===== src/rtl/div_32_16_seq_pkg.sv =====
// Shared types and default sizes for the sequential 32/16 restoring divider.
package div_pkg;

    localparam int AW_DEF = 32;              // dividend / quotient width
    localparam int BW_DEF = 16;              // divisor / remainder width
    localparam int CW     = $clog2(AW_DEF);  // iteration counter width

    typedef enum logic [1:0] {
        IDLE = 2'd0,
        RUN  = 2'd1,
        DONE = 2'd2
    } state_t;

endpackage


===== src/rtl/div_32_16_seq_step.sv =====
// One restoring-division step: shift in the next dividend bit, trial-subtract
// the divisor, keep the difference when it does not go negative.
module div_step #(
    parameter int BW = div_pkg::BW_DEF
) (
    input  logic [BW-1:0] i_rem,
    input  logic          i_bit,
    input  logic [BW-1:0] i_div,
    output logic [BW-1:0] o_rem,
    output logic          o_qbit
);

    logic [BW:0] w_sh;
    logic [BW:0] w_diff;

    // Shifted partial remainder and trial subtraction.
    // The result is kept to BW bits: with a nonzero divisor it is always
    // below the divisor, and with a zero divisor only the low BW bits
    // ever feed the next step or the final remainder.
    always_comb begin
        w_sh   = {i_rem, i_bit};
        w_diff = w_sh - {1'b0, i_div};
        o_qbit = (w_sh >= {1'b0, i_div});
        o_rem  = o_qbit ? BW'(w_diff) : BW'(w_sh);
    end

endmodule


===== src/rtl/div_32_16_seq.sv =====
// Sequential restoring divider: AW-bit unsigned dividend by BW-bit unsigned
// divisor, one quotient bit per clock, fixed AW+1 edge latency.
module div_32_16_seq
    import div_pkg::*;
#(
    parameter int AW = AW_DEF,
    parameter int BW = BW_DEF
) (
    input  logic          clk,
    input  logic          rst,
    input  logic          start,
    input  logic [AW-1:0] A,
    input  logic [BW-1:0] B,
    output logic          busy,
    output logic          done,
    output logic [AW-1:0] Q,
    output logic [BW-1:0] R,
    output logic          dbz
);

    localparam int LCW = $clog2(AW);
    localparam logic [LCW-1:0] LAST = LCW'(AW - 1);

    state_t         r_state;
    state_t         w_state_nxt;
    logic           w_accept;
    logic           w_last;

    logic [AW-1:0]  r_a;
    logic [BW-1:0]  r_b;
    logic [BW-1:0]  r_rem;
    logic [AW-1:0]  r_q;
    logic [LCW-1:0] r_cnt;

    logic [AW-1:0]  r_q_out;
    logic [BW-1:0]  r_r_out;
    logic           r_dbz;

    logic [LCW-1:0] w_idx;
    logic [BW-1:0]  w_rem_nxt;
    logic           w_qbit;
    logic [AW-1:0]  w_q_nxt;

    // Bits are consumed MSB first: cycle cnt handles dividend bit AW-1-cnt.
    assign w_idx   = LAST - r_cnt;
    assign w_last  = (r_cnt == LAST);
    assign w_q_nxt = (r_q << 1) | AW'(w_qbit);

    div_step #(.BW(BW)) u_step (
        .i_rem  (r_rem),
        .i_bit  (r_a[w_idx]),
        .i_div  (r_b),
        .o_rem  (w_rem_nxt),
        .o_qbit (w_qbit)
    );

    // State register.
    always_ff @(posedge clk) begin
        if (rst) r_state <= IDLE;
        else     r_state <= w_state_nxt;
    end

    // Next-state logic; a start is only taken when not iterating.
    always_comb begin
        w_state_nxt = r_state;
        w_accept    = 1'b0;
        busy        = 1'b0;
        done        = 1'b0;
        case (r_state)
            IDLE: begin
                if (start) begin
                    w_accept    = 1'b1;
                    w_state_nxt = RUN;
                end
            end
            RUN: begin
                busy = 1'b1;
                if (w_last) w_state_nxt = DONE;
            end
            DONE: begin
                done = 1'b1;
                if (start) begin
                    w_accept    = 1'b1;
                    w_state_nxt = RUN;
                end else begin
                    w_state_nxt = IDLE;
                end
            end
            default: w_state_nxt = IDLE;
        endcase
    end

    // Operand capture, iteration datapath and result registers.
    always_ff @(posedge clk) begin
        if (rst) begin
            r_a     <= '0;
            r_b     <= '0;
            r_rem   <= '0;
            r_q     <= '0;
            r_cnt   <= '0;
            r_q_out <= '0;
            r_r_out <= '0;
            r_dbz   <= 1'b0;
        end else if (w_accept) begin
            r_a   <= A;
            r_b   <= B;
            r_rem <= '0;
            r_q   <= '0;
            r_cnt <= '0;
        end else if (r_state == RUN) begin
            r_rem <= w_rem_nxt;
            r_q   <= w_q_nxt;
            if (w_last) begin
                // Counter parks at zero instead of wrapping past the terminal count.
                r_cnt   <= '0;
                r_q_out <= w_q_nxt;
                r_r_out <= w_rem_nxt;
                r_dbz   <= (r_b == '0);
            end else begin
                r_cnt <= r_cnt + 1'b1;
            end
        end
    end

    assign Q   = r_q_out;
    assign R   = r_r_out;
    assign dbz = r_dbz;

endmodule


===== config.mk =====
export PLATFORM = sky130hd
export DESIGN_NAME = div_32_16_seq
export DESIGN_NICKNAME = d
export VERILOG_FILES = /design/src/rtl/div_32_16_seq_pkg.sv /design/src/rtl/div_32_16_seq_step.sv /design/src/rtl/div_32_16_seq.sv
export SDC_FILE = /design/constraint.sdc
export NUM_CORES = 1
export LEC_CHECK = 0
export BUFFER_PORTS_ARGS = -buffer_cell sky130_fd_sc_hd__buf_4
export CORE_MARGIN = 2
export CORE_UTILIZATION = 30
export CTS_CLUSTER_DIAMETER = 100
export DETAILED_ROUTE_END_ITERATION = 12
export PLACE_DENSITY = 0.58
export SYNTH_ARGS = -nofsm -noshare
export SYNTH_HDL_FRONTEND = slang
export SYNTH_SLANG_ARGS = --single-unit

===== constraint.sdc =====
create_clock -name clk -period 6.4 [get_ports clk]
set_input_delay 0.64 -clock clk [delete_from_list [all_inputs] [get_ports clk]]
set_output_delay 0.64 -clock clk [all_outputs]
set_load 0.02 [all_outputs]

==> impl_metrics.py, run 1 <==
metrics = {
    "worst_setup_path": {
        "crit_path_max_fanout": 21,
        "critPathCaptureType": "register",
        "path_common_cell": "nand3_1",
        "critPathKind": "reg2reg",
        "cp_cell_sequence": "mux4_2, mux2_2, nand3_1, nand4_1, inv_1, ha_1, nand3_1, nor4_1, o21ba_2, a2111oi_4, nand2_2, mux2i_1, a211oi_1",
        "critPathBufInv": 1,
        "cp.arrival_ps": 4210,
        "worstPathRequired_ps": 6660,
        "crit_slowest_cell": "dfxtp_1",
        "cp-start-kind": "register",
        "cp_top_family": "multiplexers",
        "slowest_delay_ps": 910,
    },
    "pwr": {
        "switching_power_uw": 712,
        "p_per_area_mw_per_mm2": 306,
        "p_leak_nw": 3.09,
        "clkPwrFrac_pct": 44.4,
        "peakVddDrop_mv": 0.138,
        "pwr-share-seq_pct": 39.4,
        "p_comb_share_pct": 16.2,
        "switching_share_pct": 28.3,
        "p_int_mw": 1.80,
    },
    "placed_design": {
        "io_buffer_count": 101,
        "gp_congestion": 0.907,
        "dp_hpwl_um": 11900,
        "dpl-instance-area_sq_mm": 0.00757,
    },
    "synthesis": {
        "synth_seq_area_share_pct": 45.4,
        "synth_cells": 842,
        "netlist_area_sq_mm": 0.00666,
        "yosysWarnings": 0,
        "ys_top_cells_by_count": "nand2_1, dfxtp_1, a21oi_1",
        "ys_types": 55,
        "synth.most_common_cell": "nand2_1",
        "synth-edff-count": 0,
        "synth.ff_latch_count": 151,
        "synth_top_area_cell": "dfxtp_1",
        "async_flop_share_pct": 0,
        "yosysTopAreaCellShare_pct": 45.4,
        "ys.flop_type": "dfxtp_1",
        "postSynthAreaPerCell_sq_um": 7.91,
        "synth_area_leaders": "dfxtp_1, nand2_1, a21oi_1",
        "synth_nets": 912,
    },
    "timing": {
        "fin_crit_sh_pct": 61.6,
        "slew_headroom_pct": 26.0,
        "fmax_mhz": 253,
        "setup_viol_count_final": 0,
        "worst_pin_slew_ps": 1110,
        "setup-tns-final_ps": 0,
        "min_period_ps": 3950,
        "rsz0062_at_grt": "false",
        "skew_ps": 11.6,
        "drv_slew": 0,
        "final_hold_viol_count": 0,
    },
    "clock_tree": {
        "cts_tree": "yes",
        "postCtsHoldBufs": 0,
        "path_clk_slew_ps": 70,
        "cts-root-buf": "clkbuf_16",
        "cts_buffers": 17,
        "clk_path_buf_depth": 2,
        "h-tree-depth": 4,
        "clock_sinks": 151,
        "ctsResizeCount": 0,
        "clk_latency_ps": 430,
        "cts_setup_buffers": 0,
    },
    "final_layout": {
        "synthToLayoutAreaGrowth_pct": 23.5,
        "drive_gt1_share_pct": 16.8,
        "nets": 977,
        "fin_util_pct": 37.7,
        "n_antenna_cell": 0,
        "finish.instance_area_sq_mm": 0.00822,
    },
    "global_routing": {
        "grt_pass1_vias": 5640,
        "grt_antenna_before_repair": 0,
        "grt_pass1_wl_um": 29100,
        "gr-total-overflow": 0,
        "grt_usage_pct": 15.1,
        "grt_max_degree": 87,
    },
    "floorplan": {
        "die_area_sq_mm": 0.0234,
        "initial_core_util_pct": 30.5,
        "fp.dieW_um": 153,
        "fp.coreArea_sq_mm": 0.0218,
        "die_h_um": 153,
        "num_rows": 54,
        "ios": 102,
    },
    "routing": {
        "postRouteAntennaNets": 0,
        "drtIter0Drc": 356,
        "viasPerCell": 4.90,
        "wl_per_cell_um": 14.6,
        "vias": 5875,
        "wl_um": 17600,
        "drc": 0,
        "first_pass_iters": 5,
    },
    "run": {
        "cap_violations": 0,
    },
    "min_path": {
        "hp-class": "reg2reg",
    },
    "status": {
        "status": "complete, no violations",
    },
}
==> final cells by class <==
cell class / instances / area (sq um)
clock buffers: 18 / 439
clock inverters: 14 / 215
fillers: 2350 / 13600
inverters: 19 / 71.3
multi-input cells: 611 / 3320
flip-flops and latches: 151 / 3020
well taps: 280 / 350
repair buffers: 107 / 803
==> stage by stage <==
stage,cells,hold WS [ps],total power [mW],setup WS [ps]
floorplan,842,432,1.32,3030
global placement,1168,443,1.42,2610
detailed placement,1168,448,1.41,2500
CTS,1200,441,2.53,2450
global route,1200,447,2.63,1980
finish,1200,453,2.52,2450
==> cell families (layout without fill, tap and decap cells) <==
family,after synthesis,in the layout,share of synthesized area (%)
xor gates and xnor gates,12,12,1.58
DFF,151,151,45.4
muxes,23,23,3.85
buffers and inverters,80,158,4.89
and+or+nand+nor,334,334,21.2
adders and majority gates,19,19,3.68
AOI/OAI and AO/OA,223,223,19.4
==> per-layer routing <==
layer | GRT usage [%] | up-vias | part of all wire (%)
met3 | 3.91 | 9 | 4.9
met4 | 3.35 | 0 | 0.67
met1 | 21.8 | 2705 | 51
met5 | 0 | - | 0
li1 | - | 3009 | -
met2 | 22.7 | 152 | 44
==> worst reg2reg max path, stage by stage, from the launching register on <==
cell and delay [ps]:
dfxtp_1 910, mux4_2 410, mux2_2 270, nand3_1 80
nand4_1 140, inv_1 80, ha_1 250, nand3_1 80
nor4_1 50, o21ba_2 230, a2111oi_4 460, nand2_2 380
mux2i_1 340, a211oi_1 110
==> placed cells by master, fill, tap and decap left out, types with 2 or more instances in the layout <==
cell type / synthesis / layout
mux4_2: 2 / 2
bufinv_16: 0 / 4
o21ai_1: 2 / 2
nand2b_1: 6 / 6
a221oi_1: 3 / 3
nand2_1: 240 / 240
xnor2_1: 6 / 6
a21o_1: 4 / 4
nor4_1: 7 / 7
xor2_1: 6 / 6
clkinvlp_4: 0 / 2
nor3_1: 6 / 6
ha_1: 18 / 18
a211oi_1: 20 / 20
nor2b_1: 9 / 8
nor2_1: 35 / 35
o21ai_0: 23 / 23
a2111oi_0: 3 / 3
nand4b_1: 3 / 3
nand3_1: 9 / 9
mux2i_1: 20 / 20
buf_4: 0 / 107
or4_1: 3 / 3
dfxtp_1: 151 / 151
inv_6: 0 / 5
inv_1: 19 / 18
clkbuf_16: 0 / 17
nand4_1: 6 / 6
a21oi_1: 150 / 150
o211ai_1: 3 / 3
==> sequential cells by signal, summed over array words and instances (netlist names) <==
signal   count
Q           32
r_a         32
r_q         31
R           16
r_b         16
r_rem       16
r_cnt        5
r_state      2
dbz          1
==> power groups by stage <==
stage          clock network (mW)  logic (mW)  registers (mW)
2_1_floorplan                   0       0.315            1.00
5_1_grt                      1.18       0.453           0.993
3_5_place_dp                    0       0.404            1.01
4_1_cts                      1.14       0.406           0.990
6_report                     1.12       0.408           0.990
3_3_place_gp                    0       0.404            1.01
==> final timing paths <==
check | endpoint | startpoint | slack (ps) | cells past startpoint
worst min register to register | r_a[14]$_SDFFE_PP0P_ | r_a[14]$_SDFFE_PP0P_ | 450 | 2
worst max-delay path | R[5]$_SDFFE_PP0P_ | r_cnt[1]$_SDFFE_PP0P_ | 2450 | 13
worst min-delay path | r_a[14]$_SDFFE_PP0P_ | r_a[14]$_SDFFE_PP0P_ | 450 | 2
worst max register to register | R[5]$_SDFFE_PP0P_ | r_cnt[1]$_SDFFE_PP0P_ | 2450 | 13
Power figures use the tool's default switching activity.
==> run 2, diff against run 1 <==
clock period = 3.8 ns   (was 6.4 ns; I/O delays follow)
==> run 2 against run 1 <==
Final cell count rose by 0.42%. Critical path depth rose by 1. Sequential power rose by 69%. Combinational power rose by 73%. Flip-flop and latch count did not move. Largest power group unchanged. Global-route usage fell by 0.24 points.
==> impl_metrics.py, run 2 (same netlist as run 1, synthesis figures left out) <==
metrics = {
    "status": {
        "status": "complete, no violations",
    },
    "global_routing": {
        "gr-total-overflow": 0,
        "grt_pass1_wl_um": 28400,
        "grt_pass1_vias": 5455,
        "grt_max_degree": 64,
        "grt_usage_pct": 14.9,
        "grt_antenna_before_repair": 0,
    },
    "floorplan": {
        "fp.coreArea_sq_mm": 0.0218,
        "die_area_sq_mm": 0.0234,
        "initial_core_util_pct": 30.5,
        "num_rows": 54,
        "ios": 102,
        "die_h_um": 153,
        "fp.dieW_um": 153,
    },
    "clock_tree": {
        "cts_tree": "yes",
        "clock_sinks": 151,
        "cts_buffers": 17,
        "path_clk_slew_ps": 60,
        "h-tree-depth": 4,
        "clk_path_buf_depth": 2,
        "postCtsHoldBufs": 0,
        "cts-root-buf": "clkbuf_16",
        "clk_latency_ps": 430,
        "cts_setup_buffers": 0,
    },
    "pwr": {
        "p_per_area_mw_per_mm2": 501,
        "peakVddDrop_mv": 0.225,
        "p_leak_nw": 3.11,
    },
    "routing": {
        "wl_um": 17200,
        "drc": 0,
        "first_pass_iters": 5,
        "drtIter0Drc": 327,
        "wl_per_cell_um": 14.3,
        "viasPerCell": 4.82,
        "postRouteAntennaNets": 0,
        "vias": 5807,
    },
    "timing": {
        "drv_slew": 0,
        "final_hold_viol_count": 0,
        "worst_pin_slew_ps": 1070,
        "skew_ps": 18.4,
        "setup_viol_count_final": 0,
        "setup-tns-final_ps": 0,
        "fmax_mhz": 289,
        "rsz0062_at_grt": "false",
        "min_period_ps": 3460,
        "slew_headroom_pct": 28.2,
        "fin_crit_sh_pct": 91.1,
    },
    "worst_setup_path": {
        "critPathKind": "reg2reg",
        "worstPathRequired_ps": 4040,
        "cp-start-kind": "register",
        "crit_path_max_fanout": 10,
        "critPathCaptureType": "register",
        "cp.arrival_ps": 3710,
    },
    "final_layout": {
        "seq_area_sq_mm": 0.00302,
        "multiInputGateArea_sq_mm": 0.00332,
        "nets": 983,
        "synthToLayoutAreaGrowth_pct": 23.7,
        "layout_commonest_cell": "nand2_1",
        "n_antenna_cell": 0,
        "drive_gt1_share_pct": 17.4,
        "final.fill_count": 2302,
        "layout_common_cells": "nand2_1, dfxtp_1, a21oi_1",
        "final_cells": 1205,
    },
    "placed_design": {
        "io_buffer_count": 101,
        "dp_hpwl_um": 12000,
        "place_inst": 1174,
        "gp_congestion": 0.918,
    },
    "min_path": {
        "hp-class": "in2reg",
    },
    "run": {
        "cap_violations": 0,
    },
}
-- run 2: cell count changes in the layout (fill, tap and decap cells not counted), sizes merged --
cell	before	now
buf	107	113
clkinv	2	4
bufinv	4	3
clkinvlp	2	1
inv	25	24
-- run 2: final cells by class --
class / instances / share of cell area [%]
flip-flops and latches: 151 / 36.7
multi-input cells: 611 / 40.3
well taps: 280 / 4.26
clock buffers: 18 / 5.33
inverters: 19 / 0.866
clock inverters: 13 / 2.05
repair buffers: 113 / 10.5
-- run 2: routing by layer --
layer	vias to the layer above	GRT usage (%)	wire length (um)
met3	20	3.69	853
li1	3017	-	-
met4	0	4.19	221
met5	-	0	0
met1	2618	21.5	8850
met2	152	22.0	7300
-- run 2: worst max-delay path, cell delays in order (launching register included) --
cell	delay, ps
dfxtp_1	390
mux4_2	510
mux2_2	270
nand3_1	90
nand4_1	150
inv_1	90
ha_1	250
nand3_1	80
nor4_1	50
o21ba_2	220
a2111oi_4	460
nand2_2	200
buf_12	200
mux2i_1	210
a211oi_1	100
-- run 2: final timing paths --
check / start / end / depth (start not counted) / slack [ps]
worst min register to register: Q[6]$_SDFFE_PP0P_ / Q[6]$_SDFFE_PP0P_ / 2 / 450
worst min-delay path: B[9] / r_b[9]$_SDFFE_PP0P_ / 3 / 200
worst max-delay path: r_cnt[0]$_SDFFE_PP0P_ / R[13]$_SDFFE_PP0P_ / 14 / 340
worst max register to register: r_cnt[0]$_SDFFE_PP0P_ / R[13]$_SDFFE_PP0P_ / 14 / 340
-- run 2: report_power, final --
| part | internal, mW | switching [mW] |
|---|---|---|
| registers | 1.63 | 0.0374 |
| logic | 0.288 | 0.416 |
| clock network | 1.06 | 0.701 |
-- run 2: what timing repair did --
action / 4_1_cts / 5_1_grt
endpoints found under the hold margin: 0 / 0
resized for setup: 0 / 1
setup endpoints to repair: 0 / 8
-- run 2: per-stage QoR --
stage | cell area (sq um) | hold WS (ps) | util (%) | setup WS, ps | power, mW
CTS | 8230 | 185 | 37.7 | 282 | 4.17
finish | 8230 | 195 | 37.7 | 336 | 4.13
global placement | 7620 | 443 | 34.9 | 364 | 2.40
floorplan | 6660 | 432 | - | 432 | 2.22
global route | 8230 | 188 | 37.7 | 3.67 | 4.32
detailed placement | 7620 | 447 | 34.9 | 333 | 2.40
==> run 3, diff against run 2 <==
CTS_BUF_LIST = sky130_fd_sc_hd__clkbuf_4 sky130_fd_sc_hd__clkbuf_8   (was not set)
==> run 3 against run 2 <==
Critical path depth stayed put. Clock skew fell by 1.4 ps. Largest cell class unchanged. Largest power group is now registers. Register-to-register slack better by 50 ps.
==> impl_metrics.py, run 3 (same netlist as run 1, synthesis figures left out) <==
metrics = {
    "floorplan": {
        "die_h_um": 153,
        "initial_core_util_pct": 30.5,
        "fp.coreArea_sq_mm": 0.0218,
        "fp.dieW_um": 153,
        "ios": 102,
        "num_rows": 54,
        "die_area_sq_mm": 0.0234,
    },
    "run": {
        "cap_violations": 0,
    },
    "global_routing": {
        "grt_usage_pct": 14.8,
        "grt_max_degree": 64,
        "grt_pass1_vias": 5432,
        "grt_antenna_before_repair": 0,
        "grt_pass1_wl_um": 28200,
        "gr-total-overflow": 0,
    },
    "pwr": {
        "p_per_area_mw_per_mm2": 458,
        "p_leak_nw": 3.03,
        "peakVddDrop_mv": 0.180,
    },
    "worst_setup_path": {
        "cp-start-kind": "register",
        "crit_path_max_fanout": 10,
        "worstPathRequired_ps": 4070,
        "cp.arrival_ps": 3690,
        "rrSetupSlack_ps": 390,
        "critPathCaptureType": "register",
        "critPathKind": "reg2reg",
    },
    "timing": {
        "setup-tns-final_ps": 0,
        "drv_slew": 0,
        "fin_crit_sh_pct": 89.8,
        "skew_ps": 17.0,
        "final_hold_viol_count": 0,
        "fmax_mhz": 293,
        "setup_viol_count_final": 0,
        "worst_slack_ps": 387,
        "worst_pin_slew_ps": 1070,
        "min_period_ps": 3410,
        "slew_headroom_pct": 28.1,
        "rsz0062_at_grt": "false",
    },
    "clock_tree": {
        "cts_buffers": 17,
        "cts_setup_buffers": 0,
        "cts-root-buf": "clkbuf_8",
        "h-tree-depth": 4,
        "clock_sinks": 151,
        "clk_path_buf_depth": 2,
        "clk_latency_ps": 450,
        "cts_tree": "yes",
        "path_clk_slew_ps": 90,
        "postCtsHoldBufs": 0,
    },
    "placed_design": {
        "io_buffer_count": 101,
        "post-place-ws_ps": 333,
        "dp_hpwl_um": 12000,
        "gp_congestion": 0.918,
    },
    "min_path": {
        "hp-class": "in2reg",
    },
    "routing": {
        "drc": 0,
        "drtIter0Drc": 298,
        "viasPerCell": 4.80,
        "vias": 5789,
        "postRouteAntennaNets": 0,
        "wl_um": 17100,
        "first_pass_iters": 4,
        "wl_per_cell_um": 14.2,
    },
    "status": {
        "status": "complete, no violations",
    },
    "final_layout": {
        "layout_commonest_cell": "nand2_1",
        "synthToLayoutAreaGrowth_pct": 20.8,
        "drive_gt1_share_pct": 17.4,
        "n_antenna_cell": 0,
        "nets": 983,
        "final.fill_count": 2316,
        "layout_common_cells": "nand2_1, dfxtp_1, a21oi_1",
    },
}
[run 3: cell counts in the layout (fill, tap and decap cells not counted)]
No cell type changed its count.
[run 3: timing repair]
action | 4_1_cts | 5_1_grt
gates resized for setup | 0 | 1
hold endpoints to repair | 0 | 0
endpoints found under the setup margin | 0 | 8
[run 3: cell type report]
cell class | count | area (sq um) | share of cell area [%]
multi-input cells | 611 | 3320 | 41.3
clock inverters | 13 | 169 | 2.10
flip-flops and latches | 151 | 3020 | 37.6
well taps | 280 | 350 | 4.36
repair buffers | 113 | 861 | 10.7
inverters | 19 | 71.3 | 0.887
clock buffers | 18 | 248 | 3.08
[run 3: metrics by stage]
step                utilization [%]  cell area, sq um  instances  total power, mW  hold slack (ps)
global route                   36.8              8040       1205             3.87              137
floorplan                         -              6660        842             2.22              432
global placement               34.9              7620       1174             2.40              443
CTS                            36.8              8040       1205             3.72              135
finish                         36.8              8040       1205             3.68              170
detailed placement             34.9              7620       1174             2.40              447
[run 3: worst paths after layout]
kind,from,to,depth (start not counted)
worst max register to register,r_cnt[0]$_SDFFE_PP0P_,R[13]$_SDFFE_PP0P_,14
worst min register to register,Q[6]$_SDFFE_PP0P_,Q[6]$_SDFFE_PP0P_,2
worst max-delay path,r_cnt[0]$_SDFFE_PP0P_,R[13]$_SDFFE_PP0P_,14
worst min-delay path,A[12],r_a[12]$_SDFFE_PP0P_,3
[run 3: layer usage]
metal | wire length, um | track usage (%) | vias up
met5 | 0 | 0 | -
met4 | 179 | 3.79 | 0
met3 | 839 | 4.03 | 15
met2 | 7280 | 21.8 | 141
met1 | 8850 | 21.4 | 2616
li1 | - | - | 3017
[run 3: power breakdown]
group / internal, mW / total (mW) / switching, mW
clock network: 0.673 / 1.31 / 0.638
logic: 0.288 / 0.705 / 0.417
registers: 1.63 / 1.66 / 0.0376
total: 2.59 / 3.68 / 1.09
[run 3: critical path, cell delays in order (launching register included)]
cell and delay (ps):
dfxtp_1 400, mux4_2 510, mux2_2 270, nand3_1 90, nand4_1 150, inv_1 90, ha_1 250, nand3_1 80
nor4_1 50, o21ba_2 220, a2111oi_4 420, nand2_2 200, buf_12 200, mux2i_1 210, a211oi_1 100
